--- src/rtl/inst_fetch_queue.sv ---
// inst_fetch_queue: instruction fetch front end.
// Issues word-aligned sequential fetches to a multi-cycle instruction memory
// (one request in flight at a time) and buffers the returned words in a
// DEPTH-entry FIFO whose head feeds IF/ID through a valid/ready handshake.
// A redirect flushes the queue and drops any response still in flight.
// Optional feature: define INST_FETCH_QUEUE_BYPASS_EN to present a response
// to IF/ID in the same cycle it arrives while the queue is empty.
module inst_fetch_queue #(
    parameter int          DEPTH    = 4,
    parameter logic [31:0] RESET_PC = 32'h0000_0000
) (
    input  logic        clock,
    input  logic        reset,
    output logic        imem_req,
    output logic [31:0] imem_addr,
    input  logic        imem_ready,
    input  logic        imem_rvalid,
    input  logic [31:0] imem_rdata,
    input  logic        redirect,
    input  logic [31:0] redirect_pc,
    output logic        out_valid,
    input  logic        out_ready,
    output logic [31:0] out_inst,
    output logic [31:0] out_pc_plus_4
);

    localparam int PW = $clog2(DEPTH);
    localparam int CW = PW + 1;

    typedef enum logic [1:0] {
        S_IDLE,
        S_REQ,
        S_WAIT,
        S_DISCARD
    } state_t;

    state_t         state;
    state_t         state_nxt;
    logic [31:0]    fetch_pc;
    logic [31:0]    fetch_pc_plus_4;
    logic [31:0]    slot_inst [DEPTH];
    logic [31:0]    slot_pc4  [DEPTH];
    logic [PW-1:0]  wr_ptr;
    logic [PW-1:0]  rd_ptr;
    logic [CW-1:0]  count;
    logic [CW-1:0]  count_after_pop;
    logic           resp_here;
    logic           bypass;
    logic           push;
    logic           pop;

    assign fetch_pc_plus_4 = fetch_pc + 32'd4;

    // A response that belongs to a live (not discarded) fetch.
    assign resp_here = (state == S_WAIT) && imem_rvalid;

`ifdef INST_FETCH_QUEUE_BYPASS_EN
    assign bypass = (count == '0) && resp_here && !redirect;
`else
    assign bypass = 1'b0;
`endif

    assign imem_req      = (state == S_REQ);
    assign imem_addr     = fetch_pc;
    assign out_valid     = ((count != '0) || bypass) && !redirect;
    assign out_inst      = bypass ? imem_rdata      : slot_inst[rd_ptr];
    assign out_pc_plus_4 = bypass ? fetch_pc_plus_4 : slot_pc4[rd_ptr];

    // A bypassed word consumed by IF/ID never enters the queue.
    assign pop             = out_valid && out_ready && !bypass;
    assign push            = resp_here && !redirect && !(bypass && out_ready);
    assign count_after_pop = count - CW'(pop);

    // Fetch sequencer next state.
    always_comb begin
        // NOTE: every always_comb output gets a default first so no path leaves it unassigned (no latch).
        state_nxt = state;
        if (redirect) begin
            case (state)
                // A response arriving with the redirect is simply dropped here;
                // waiting in DISCARD for a second response would never end.
                S_WAIT:    state_nxt = imem_rvalid ? S_IDLE : S_DISCARD;
                S_REQ:     state_nxt = imem_ready  ? S_DISCARD : S_IDLE;
                S_DISCARD: state_nxt = imem_rvalid ? S_IDLE : S_DISCARD;
                default:   state_nxt = S_IDLE;
            endcase
        end else begin
            case (state)
                S_IDLE:    if (count_after_pop < CW'(DEPTH)) state_nxt = S_REQ;
                S_REQ:     if (imem_ready)  state_nxt = S_WAIT;
                S_WAIT:    if (imem_rvalid) state_nxt = S_IDLE;
                S_DISCARD: if (imem_rvalid) state_nxt = S_IDLE;
                default:   state_nxt = S_IDLE;
            endcase
        end
    end

    // Sequencer state register.
    always_ff @(posedge clock) begin
        // NOTE: sequential state uses non-blocking assignments so every register samples pre-edge values.
        if (reset) begin
            state <= S_IDLE;
        end else begin
            state <= state_nxt;
        end
    end

    // Fetch address: restarts on redirect, advances on each live response.
    always_ff @(posedge clock) begin
        if (reset) begin
            fetch_pc <= RESET_PC;
        end else if (redirect) begin
            fetch_pc <= redirect_pc & 32'hFFFF_FFFC;
        end else if (resp_here) begin
            fetch_pc <= fetch_pc_plus_4;
        end
    end

    // Instruction queue storage, pointers and occupancy.
    always_ff @(posedge clock) begin
        if (reset) begin
            wr_ptr <= '0;
            rd_ptr <= '0;
            count  <= '0;
            // NOTE: slots are reset because the head slot is visible on out_* straight after reset.
            for (int i = 0; i < DEPTH; i++) begin
                slot_inst[i] <= '0;
                slot_pc4[i]  <= '0;
            end
        end else if (redirect) begin
            wr_ptr <= '0;
            rd_ptr <= '0;
            count  <= '0;
        end else begin
            if (push) begin
                slot_inst[wr_ptr] <= imem_rdata;
                slot_pc4[wr_ptr]  <= fetch_pc_plus_4;
                wr_ptr            <= wr_ptr + PW'(1);
            end
            if (pop) begin
                rd_ptr <= rd_ptr + PW'(1);
            end
            count <= count + CW'(push) - CW'(pop);
        end
    end

endmodule

--- config.mk ---
export PLATFORM = sky130hd
export DESIGN_NAME = inst_fetch_queue
export DESIGN_NICKNAME = d
export VERILOG_FILES = /design/src/rtl/inst_fetch_queue.sv
export SDC_FILE = /design/constraint.sdc
export NUM_CORES = 1
export LEC_CHECK = 0
export CAP_MARGIN = 30
export CORE_MARGIN = 8
export CORE_UTILIZATION = 60
export CTS_BUF_LIST = sky130_fd_sc_hd__clkbuf_4 sky130_fd_sc_hd__clkbuf_8
export DETAILED_ROUTE_END_ITERATION = 10
export DONT_BUFFER_PORTS = 1
export HOLD_SLACK_MARGIN = 0.06
export PLACE_DENSITY = 0.81
export SKIP_CTS_REPAIR_TIMING = 1
export SLEW_MARGIN = 10
export SYNTH_ARGS = -nofsm -noshare
export SYNTH_HDL_FRONTEND = slang
export SYNTH_SLANG_ARGS = --single-unit
export TNS_END_PERCENT = 100
--- constraint.sdc ---
create_clock -name clock -period 15.95 [get_ports clock]
set_input_delay 2.3925 -clock clock [delete_from_list [all_inputs] [get_ports clock]]
set_output_delay 2.3925 -clock clock [all_outputs]
set_load 0.005 [all_outputs]
; ---- Word level (Yosys, flattened, before mapping)
; Memory sizes are Yosys's and may differ from the RTL's. A register that Yosys moved wholly into a read port is not among the register bits.
; Index checks and enable logic that the tools add are counted.
[op_classes]
addsub = 6
n_lt_le_gt_ge = 1
n_eq_ne = 6
muxes = 26
reduce_logical = 13
[op_table]
columns = cell, count
row1 = $mux W32, 4
row2 = $reduce_or A32 Y1, 2
row3 = $add A32 B3 Y32 const B, 1
row4 = $mux W2, 12
row5 = $mux W1, 8
row6 = $ne A3 B1 Y1 const B, 2
row7 = $pmux W2 S3, 1
row8 = $sub A3 B1 Y3, 2
row9 = $add A2 B1 Y2 const B, 2
row10 = $eq A2 B2 Y1 const B, 2
row11 = $logic_and A1 B1 Y1, 4
row12 = $pmux W2 S2, 1
row13 = $reduce_or A2 Y1, 2
row14 = $add A3 B1 Y3, 1
row15 = $lt A3 B3 Y1 const B, 1
row16 = $ne A3 B3 Y1 const B, 1
row17 = $reduce_and A3 Y1, 1
row18 = $reduce_bool A3 Y1, 1
row19 = $eq A2 B1 Y1 const B, 1
row20 = $logic_not A2 Y1, 1
row21 = $reduce_bool A2 Y1, 1
row22 = $logic_not A1 Y1, 1
[totals]
regBits = 41
mem_bits_rw = 256
input_bits = 70
output_inout_bits = 98
wordCells = 60
n_memories = 2
[memory_table]
columns = memory, words, word_bits, read_ports, rd_ports_with_merged_regs, wr, line
row1 = slot_inst, 4, 32, 1, 1, 4, 41  ; logic [31:0] slot_inst [DEPTH];
row2 = slot_pc4, 4, 32, 1, 1, 4, 42  ; logic [31:0] slot_pc4 [DEPTH];

; ---- Logic depth before layout (Yosys ltp)
; Gate-level depths: netlist of run 1.
[depth]
ltp_word = 9
mapped_depth = 10

; ---- Worst setup path before layout of run 1
; OpenSTA, ideal clock, no wires.
[synth_path]
kind = input port to flip-flop
startpoint = input port redirect
endpoint = memory slot_inst[3][0], enable pin
setup_time_ns = 0.568
t_arrival_ns = 7.129
slack_ns = 8.253
path_stages = 3
path_buffers = 1
path_cell_list = nand4bb_1 clkbuf_1 o21ai_0
[synth_rtl]
columns = element, line
row1 = start: declaration, 19  ; input logic redirect,
row2 = end: declaration, 41

; ---- Worst setup path in the final report of run 1
[layout_path]
startpoint = input port redirect
endpoint = output port out_valid
[layout_between]
elab_chain_cells = 2
[layout_lines]
columns = element, line
row1 = $logic_not A1 Y1, 65  ; assign out_valid = ((count != '0) || bypass) && !redirect;
row2 = $logic_and A1 B1 Y1, 65
row3 = end: declaration, 21  ; output logic out_valid,
; No other way between the ends.

==> impl_metrics.py, run 1 <==
metrics = {
    "yosys": {
        "syn_inst": 1019,
        "yosys_register_bits": 289,
        "synth.cell_area_sq_mm": 0.0132,
        "avgSynthCellArea_sq_um": 12.9,
        "synthTopCellsByCount": "edfxtp_1, nor2_1, nand2_1",
        "synthXorXnorAreaFrac_pct": 1.60,
        "synth_top_area_cell": "edfxtp_1",
        "synth_mux_area_share_pct": 10.9,
        "netlist.area_leader.share_pct": 56.5,
        "synth_most_common_cell": "edfxtp_1",
        "yosysWarnings": 0,
        "yosys.area_share.adder_pct": 0.342,
        "synth_cell_types": 59,
        "synth_compound_area_share_pct": 6.74,
        "synth_enable_flop_cells": 248,
        "ys_seq_area_share_pct": 62.8,
        "netlist_top_cells_area": "edfxtp_1, mux4_2, dfxtp_1",
        "synthArstFlopShare_pct": 0,
        "synthSimpleGateAreaFrac_pct": 13.7,
        "synth_top_flop_cell": "edfxtp_1",
        "synth_top_family_by_area": "simple AND/OR/NAND/NOR gates",
    },
    "cells_and_area": {
        "syn_to_final_growth_pct": 8.50,
        "fill_cells": 1581,
        "drive_gt1_share_pct": 16.8,
        "nNetsFinal": 1076,
        "diodes": 0,
    },
    "clock_tree": {
        "cts_buffer_depth": 3,
        "cts_sinks": 289,
        "clkTransAtPathRegs_ps": 60,
        "cts_tree": "done",
        "ctsHtreeMaxLevel": 2,
        "clk_latency_ps": 550,
        "cts_buffers": 46,
        "cts_root_buffer": "clkbuf_8",
    },
    "placed_design": {
        "globalplace.congestion": 0.846,
        "port_buffers": 0,
        "dp_hpwl_mm": 18.6,
        "place_ws_ps": 11010,
    },
    "worst_setup_path": {
        "arrival_ps": 2540,
        "cp-end-kind": "primary output",
        "critPathKind": "input pin to primary output",
        "r2r_start": "imem_addr[2]",
        "cp-startpoint": "redirect",
        "crit_family": "simple AND/OR/NAND/NOR gates",
        "reg2reg_depth": 5,
        "ff2ff_setup_slack_ps": 12810,
        "critical_path.slowest_cell": "nor2_1",
        "path_cells": "nor2_1",
        "crit_buf_inv": 0,
        "start_kind": "input pin",
        "cp_data_required_time_ps": 13560,
        "timing.rr.end": "slot_pc4[3][28]",
        "crit_fanout": 25,
        "max_stage_delay_ps": 140,
    },
    "routing": {
        "num_vias": 8426,
        "detail_route.first_pass.iterations": 6,
        "drtAntennaViolNets": 0,
        "drt_iter0_drc": 815,
        "drc_errors": 0,
        "via_per_inst": 6.40,
        "drt_wl_total_mm": 30.8,
        "routedWlPerCell_um": 23.4,
    },
    "timing": {
        "hold_violations": 0,
        "worst_slack_ps": 11020,
        "maxSlewViolCount": 0,
        "maxSlewHeadroom_pct": 34.7,
        "fin_skew_ps": 17.8,
        "worst_pin_slew_ps": 980,
        "period_share_pct": 30.9,
        "setup_viol": 0,
        "max_clock_freq_mhz": 203,
        "grt_setup_unrepaired": "false",
        "period_needed_ps": 4930,
        "tns_ps": 0,
    },
    "pwr": {
        "cellLeakagePower_nw": 4.79,
        "power_density_mw_per_mm2": 110,
        "ir_drop_mv": 0.0748,
        "power.total_mw": 1.57,
    },
    "global_routing": {
        "grt_pass1_vias": 8557,
        "antenna_found_initial": 0,
        "grt_first_pass_wirelength_mm": 47.5,
        "grt_max_degree": 63,
        "grtUsageTotal_pct": 22.8,
        "grt_overflow": 0,
    },
    "floorplanning": {
        "fp.dieH_um": 164,
        "core_sq_mm": 0.0217,
        "die_area_sq_mm": 0.0269,
        "ios": 168,
        "num_rows": 54,
        "start_util_pct": 60.7,
        "die_w_um": 164,
    },
    "min_path": {
        "hp-start": "rd_ptr[1]",
        "hold_class": "flip-flop to flip-flop",
        "min_path_cells": 2,
    },
    "outcome": {
        "status": "finished, final reports clean",
    },
    "flow_run": {
        "drv_cap": 0,
    },
}
power by group:
| part | total, mW | internal [mW] | switching (mW) |
|---|---|---|---|
| combinational | 0.0584 | 0.0199 | 0.0386 |
| sequential | 0.866 | 0.846 | 0.0201 |
| clock | 0.650 | 0.373 | 0.277 |
worst max path at each step:
| stage | to | cells after the start | slack, ps |
|---|---|---|---|
| after floorplan | slot_inst[3][0] | 3 | 8250 |
| after global placement | out_valid | 1 | 11030 |
| after detailed placement | out_valid | 1 | 11010 |
| after CTS | out_pc_plus_4[7] | 3 | 10980 |
| after global routing | out_pc_plus_4[11] | 3 | 10870 |
| final | out_valid | 1 | 11020 |
routing by layer:
metal  vias up  track usage, %  share of wire, %
li1       3785               -                 -
met1      4142            29.1                39
met2       433            37.2                47
met3        66            6.47                11
met4         0            7.64               2.6
met5         -               0                 0
flip-flops by register name, summed over array words and instances (netlist names), named ones only:
name	count
rd_ptr	2
slot_pc4	120
state	2
wr_ptr	2
count	3
imem_addr	30
slot_inst	128
cells by family (layout without fill, tap and decap cells):
kind of cell / Yosys count / after routing
other cells: 1 / 4
fa+ha+maj: 3 / 3
buf+inv: 122 / 136
simple gates: 374 / 374
compound gates: 140 / 140
xor+xnor: 24 / 24
mux: 66 / 66
flops: 289 / 289
placed cells by master (no fill, tap or decap), drive strengths merged, types with 2 or more instances in the layout:
cell type,instances
edfxtp,248
nor2,170
clkbuf,71
nand2,67
a21oi,64
mux4,62
dfxtp,41
inv,40
nor3,22
or4,22
xnor2,19
o21ai,19
nand3,16
or3,16
o31ai,16
buf,15
a311oi,14
nand4,12
a211oi,8
nor4,8
clkinv,8
and3,7
and2,7
and4,7
nand2b,6
xor2,5
mux2i,4
o21a,4
conb,4
nor3b,3
or2,3
o31a,3
nor2b,2
o311a,2
o41ai,2
ha,2
bufinv,2
cell type report:
cell class	instances	area [sq um]	share of cell area [%]
timing repair buffer	15	140	0.981
inverter	40	150	1.05
sequential	289	8270	57.9
tap	280	350	2.45
multi-input combinational	611	4430	31.0
clock buffer	71	858	6.01
clock inverter	10	92.6	0.648
stage by stage:
stage | hold slack [ps] | cell area [sq um] | std cells | utilization (%)
after floorplan | 481 | 13200 | 1022 | -
after global placement | 501 | 13300 | 1233 | 61.3
after detailed placement | 505 | 13300 | 1235 | 61.5
after CTS | 520 | 14300 | 1316 | 65.9
after global routing | 536 | 14300 | 1316 | 65.9
final | 513 | 14300 | 1316 | 65.9
No activity file was read; power rests on OpenSTA's default activity.
==> run 2: changes to the inputs <==
--- a/config.mk
+++ b/config.mk
@@ -5,6 +5,7 @@
 export SDC_FILE = /design/constraint.sdc
 export NUM_CORES = 1
 export LEC_CHECK = 0
+export ABC_AREA = 1
 export CAP_MARGIN = 30
 export CORE_MARGIN = 8
 export CORE_UTILIZATION = 60
==> constraint.sdc (replaced) <==
create_clock -name clock -period 5.1 [get_ports clock]
set_input_delay 0.765 -clock clock [delete_from_list [all_inputs] [get_ports clock]]
set_output_delay 0.765 -clock clock [all_outputs]
set_load 0.005 [all_outputs]
==> run 2 against run 1 <==
Effect of this change:
- combinational power grew to 3.1 times the previous value
- synthesized area rose by 1.1%
- critical path type is now flip-flop to primary output
- worst setup slack worse by 9800 ps
- hold slack lost 240 ps
- clock skew rose by 4.8 ps
- clock-buffer cell count up 2
- via count grew 19%
- highest routed layer unchanged
- register-to-register slack worse by 11000 ps
- clock power rose to 3.1 times the previous value
- sequential share of layout area decreased by 0.29 points
- non-clock buffer count fell by 3
- utilization shrank 0.075 points
==> impl_metrics.py, run 2 <==
metrics = {
    "routing": {
        "routedWlPerCell_um": 20.3,
        "drt_wl_total_mm": 34.7,
        "drtAntennaViolNets": 0,
        "detail_route.first_pass.iterations": 6,
        "drc_errors": 0,
        "num_vias": 10000,
        "drt_iter0_drc": 1059,
        "via_per_inst": 5.87,
    },
    "timing": {
        "maxSlewHeadroom_pct": 34.8,
        "hold_violations": 0,
        "tns_ps": 0,
        "worst_pin_slew_ps": 978,
        "period_share_pct": 75.9,
        "setup_viol": 0,
        "period_needed_ps": 3870,
        "fin_hold_ws_ps": 273,
        "max_clock_freq_mhz": 258,
        "maxSlewViolCount": 0,
        "fin_skew_ps": 22.6,
        "grt_setup_unrepaired": "false",
    },
    "placed_design": {
        "placedCellCount": 1626,
        "globalplace.congestion": 0.982,
        "port_buffers": 0,
        "dp_hpwl_mm": 20.8,
    },
    "floorplanning": {
        "fp.dieH_um": 165,
        "start_util_pct": 61.0,
        "ios": 168,
        "die_area_sq_mm": 0.0272,
        "num_rows": 54,
        "die_w_um": 165,
        "core_sq_mm": 0.0218,
    },
    "clock_tree": {
        "cts_tree": "done",
        "clkTransAtPathRegs_ps": 60,
        "clk_latency_ps": 560,
        "cts_buffers": 46,
        "cts_sinks": 289,
        "cts_buffer_depth": 3,
        "cts_root_buffer": "clkbuf_8",
        "ctsHtreeMaxLevel": 2,
    },
    "global_routing": {
        "grtUsageTotal_pct": 25.3,
        "grt_first_pass_wirelength_mm": 53.4,
        "grt_overflow": 0,
        "grt_pass1_vias": 9961,
        "antenna_found_initial": 0,
        "grt_max_degree": 71,
    },
    "yosys": {
        "synth_top_flop_cell": "edfxtp_1",
        "synth.cell_area_sq_mm": 0.0133,
        "netlist.area_leader.share_pct": 55.9,
        "synth_most_common_cell": "nor2_1",
        "synthTopCellsByCount": "nor2_1, edfxtp_1, nand2_1",
        "synth_cell_types": 37,
        "ys_seq_area_share_pct": 62.1,
        "synthArstFlopShare_pct": 0,
        "yosys_register_bits": 289,
        "netlist_top_cells_area": "edfxtp_1, nor2_1, dfxtp_1",
        "synth_enable_flop_cells": 248,
        "syn_inst": 1410,
        "yosysWarnings": 0,
        "avgSynthCellArea_sq_um": 9.44,
        "synth_top_area_cell": "edfxtp_1",
    },
    "pwr": {
        "ir_drop_mv": 0.248,
        "power_density_mw_per_mm2": 341,
        "seq_power_share_pct": 54.9,
        "swShare_pct": 22.0,
        "internal_power_mw": 3.82,
        "p_switching_mw": 1.08,
        "cellLeakagePower_nw": 5.44,
        "pwr-share-comb_pct": 3.7,
        "clkPwrFrac_pct": 41.3,
    },
    "cells_and_area": {
        "seqCellArea_sq_mm": 0.00827,
        "fill_cells": 1720,
        "drive_gt1_share_pct": 8.74,
        "nNetsFinal": 1467,
        "final_util_pct": 65.8,
        "final_common_cell": "nor2_1",
        "diodes": 0,
        "regMostFlops": "slot_inst",
        "most-common-layout-cells": "nor2_1, edfxtp_1, nand2_1",
        "multi_input_area_sq_mm": 0.00411,
        "finalNonFillerCells": 1710,
        "largest_register_ffs": 128,
        "syn_to_final_growth_pct": 7.89,
    },
    "worst_setup_path": {
        "crit_fanout": 70,
        "max_stage_delay_ps": 740,
        "critical_path.slowest_cell": "clkinv_2",
        "arrival_ps": 3100,
        "cp-end-kind": "primary output",
        "path_cells": "clkinv_2 > buf_4 > o21ai_0 > o22ai_1",
        "crit_family": "buffers and inverters",
        "start_kind": "flip-flop",
        "crit_buf_inv": 2,
        "critPathKind": "flip-flop to primary output",
        "cp_data_required_time_ps": 4340,
    },
    "min_path": {
        "hold_class": "input pin to flip-flop",
    },
    "outcome": {
        "status": "finished, final reports clean",
    },
    "flow_run": {
        "drv_cap": 0,
    },
}
==> run 2: cell types whose count changed in the layout (fill, tap and decap cells not counted), sizes merged, moves of 14 or more <==
cell	change
inv	+98
or4	-22
nand2	+131
xnor2	-17
mux4	-62
a21oi	-50
o22ai	+62
o31ai	-15
o21ai	+136
nor2	+233
a311oi	-14
or3	-16
==> run 2: metrics by stage <==
stage	setup WS (ps)	cell area, sq um	power, mW
detailed placement	1680	13400	2.92
global route	901	14400	5.04
finish	1230	14400	4.90
global placement	1720	13400	2.91
floorplan	524	13300	2.86
CTS	1160	14400	4.91
==> run 2: power by group through the flow <==
stage | sequential [mW] | combinational [mW] | clock, mW
2_1_floorplan | 2.73 | 0.135 | 0
3_3_place_gp | 2.73 | 0.178 | 0
3_5_place_dp | 2.74 | 0.183 | 0
4_1_cts | 2.69 | 0.184 | 2.04
5_1_grt | 2.70 | 0.203 | 2.14
6_report | 2.69 | 0.183 | 2.02
==> run 2: layer usage <==
layer / part of all wire (%) / GRT usage, %
met2: 48 / 41.7
met5: 0 / 0
met1: 38 / 31.9
met3: 11 / 6.46
met4: 2.5 / 8.64
==> run 2: worst register-to-register path, delay by kind of cell (launching register included) <==
kind | cells | cell delay [ps]
buf+inv | 2 | 690
flops | 1 | 380
simple gates | 5 | 1620
==> run 2: cells by family after synthesis <==
kind of cell,count (synthesis),share of synthesized area (%)
adder cells (fa/ha/maj),3,0.338
AND/OR/NAND/NOR,643,19.6
buffers and inverters,219,7.23
flip-flops,289,62.1
AO/OA/AOI/OAI,242,9.83
XOR/XNOR,13,0.855
other,1,0.0282
==> run 2: final timing paths <==
| kind | startpoint | endpoint | slack, ps | depth (start not counted) |
|---|---|---|---|---|
| max reg2reg | state[1] | slot_pc4[0][25] | 2030 | 7 |
| min | reset | imem_addr[4] | 270 | 1 |
| max | flip-flop | out_pc_plus_4[3] | 1230 | 4 |
| min reg2reg | rd_ptr[1] | flip-flop | 460 | 1 |
==> run 2: layout make-up <==
type	instances	share of cell area, %
Clock buffer	73	6.04
Clock inverter	11	0.558
Inverter	140	3.70
Multi-Input combinational cell	905	28.6
Sequential cell	289	57.6
Tap cell	280	2.44
Timing Repair Buffer	12	1.03
==> run 3: changes to the inputs <==
==> constraint.sdc (replaced) <==
create_clock -name clock -period 3.7 [get_ports clock]
set_input_delay 0.555 -clock clock [delete_from_list [all_inputs] [get_ports clock]]
set_output_delay 0.555 -clock clock [all_outputs]
set_load 0.005 [all_outputs]
==> run 3 against run 2 <==
Effect of this change:
- global-route usage fell by 0.057 points
- non-clock buffer count rose by 11
- sequential power rose by 38%
- hold slack got worse by 210 ps
- cell area rose by 0.29%
- register-to-register slack got worse by 860 ps
- die area did not move
- largest power group unchanged
- highest routed layer unchanged
==> impl_metrics.py, run 3 (synthesis results as in run 2) <==
metrics = {
    "floorplanning": {
        "num_rows": 54,
        "start_util_pct": 61.0,
        "fp.dieH_um": 165,
        "die_area_sq_mm": 0.0272,
        "die_w_um": 165,
        "ios": 168,
        "core_sq_mm": 0.0218,
    },
    "timing": {
        "tns_ps": 0,
        "period_needed_ps": 2740,
        "grt_setup_unrepaired": "false",
        "fin_skew_ps": 37.9,
        "maxSlewHeadroom_pct": 41.5,
        "setup_viol": 0,
        "max_clock_freq_mhz": 366,
        "hold_violations": 0,
        "period_share_pct": 73.9,
        "worst_pin_slew_ps": 876,
        "maxSlewViolCount": 0,
    },
    "clock_tree": {
        "clk_latency_ps": 570,
        "clkTransAtPathRegs_ps": 60,
        "cts_buffer_depth": 3,
        "cts_buffers": 46,
        "cts_root_buffer": "clkbuf_8",
        "cts_sinks": 289,
        "cts_tree": "done",
        "ctsHtreeMaxLevel": 2,
    },
    "routing": {
        "drc_errors": 0,
        "drtAntennaViolNets": 0,
        "drt_iter0_drc": 884,
        "routedWlPerCell_um": 20.0,
        "drt_wl_total_mm": 34.4,
        "num_vias": 10000,
        "via_per_inst": 5.84,
        "detail_route.first_pass.iterations": 8,
    },
    "pwr": {
        "ir_drop_mv": 0.279,
        "cellLeakagePower_nw": 5.47,
        "power_density_mw_per_mm2": 461,
        "power.total_mw": 6.64,
    },
    "worst_setup_path": {
        "r2r_start": "state[0]",
        "start_kind": "flip-flop",
        "critPathKind": "flip-flop to primary output",
        "path_cells": "clkinv_1 > buf_12 > o21ai_0 > o22ai_1",
        "crit_fanout": 40,
        "arrival_ps": 2180,
        "critical_path.slowest_cell": "clkinv_1",
        "max_stage_delay_ps": 570,
        "ff2ff_setup_slack_ps": 1170,
        "cp-end-kind": "primary output",
        "cp_data_required_time_ps": 3140,
    },
    "outcome": {
        "status": "finished, final reports clean",
    },
    "cells_and_area": {
        "nNetsFinal": 1478,
        "diodes": 0,
        "regMostFlops": "slot_inst",
        "most-common-layout-cells": "nor2_1, edfxtp_1, nand2_1",
        "syn_to_final_growth_pct": 8.20,
        "drive_gt1_share_pct": 9.31,
        "final_common_cell": "nor2_1",
        "largest_register_ffs": 128,
        "fill_cells": 1696,
        "final_util_pct": 66.0,
    },
    "placed_design": {
        "port_buffers": 0,
        "dp_hpwl_mm": 21.3,
        "globalplace.congestion": 0.952,
    },
    "global_routing": {
        "grt_max_degree": 73,
        "grt_overflow": 0,
        "antenna_found_initial": 0,
        "grtUsageTotal_pct": 25.2,
        "grt_pass1_vias": 10000,
        "grt_first_pass_wirelength_mm": 52.9,
    },
    "min_path": {
        "hp-start": "reset",
        "hold_class": "input pin to flip-flop",
    },
    "flow_run": {
        "drv_cap": 0,
    },
}
## run 3: cell type report
type                            instances  area, sq um  share of cell area (%)
Sequential cell                       289         8270                    57.4
Multi-Input combinational cell        905         4110                    28.6
Clock buffer                           73          848                    5.89
Inverter                              140          532                    3.69
Tap cell                              280          350                    2.43
Timing Repair Buffer                   23          238                    1.65
Clock inverter                         10         50.0                   0.347
## run 3: layer usage
layer	part of all wire (%)	vias up	GRT usage, %
met5	0	-	0
met1	37	4754	30.7
met4	3.1	0	9.83
li1	-	4662	-
met2	48	538	41.7
met3	11	86	7.40
## run 3: through the flow
step                      worst slack, ps  hold slack, ps  instance area (sq um)  instances
final                                 965            68.0                  14400       1720
after floorplan                       505             425                  13300       1413
after global routing                  844            60.8                  14400       1720
after global placement               1100             433                  13500       1636
after detailed placement             1060             452                  13500       1636
after CTS                             926            32.8                  14400       1719
## run 3: critical path: cells and delay by family, from the launching register on
kind	cells	cell delay [ps]
DFF	1	330
buffers and inverters	2	1000
AOI/OAI and AO/OA	2	290
## run 3: path summary, 6_finish.rpt
check,end,depth (start not counted)
setup / recovery,out_pc_plus_4[5],4
hold / removal,imem_addr[13],1
setup reg to reg,slot_inst[1][17],8
hold reg to reg,rd_ptr[1],1
## run 3: power by group
part           total (mW)  switching (mW)  internal [mW]
Sequential           3.71          0.0657           3.64
Combinational       0.262           0.195         0.0672
Clock                2.67            1.21           1.45
Total                6.64            1.47           5.16
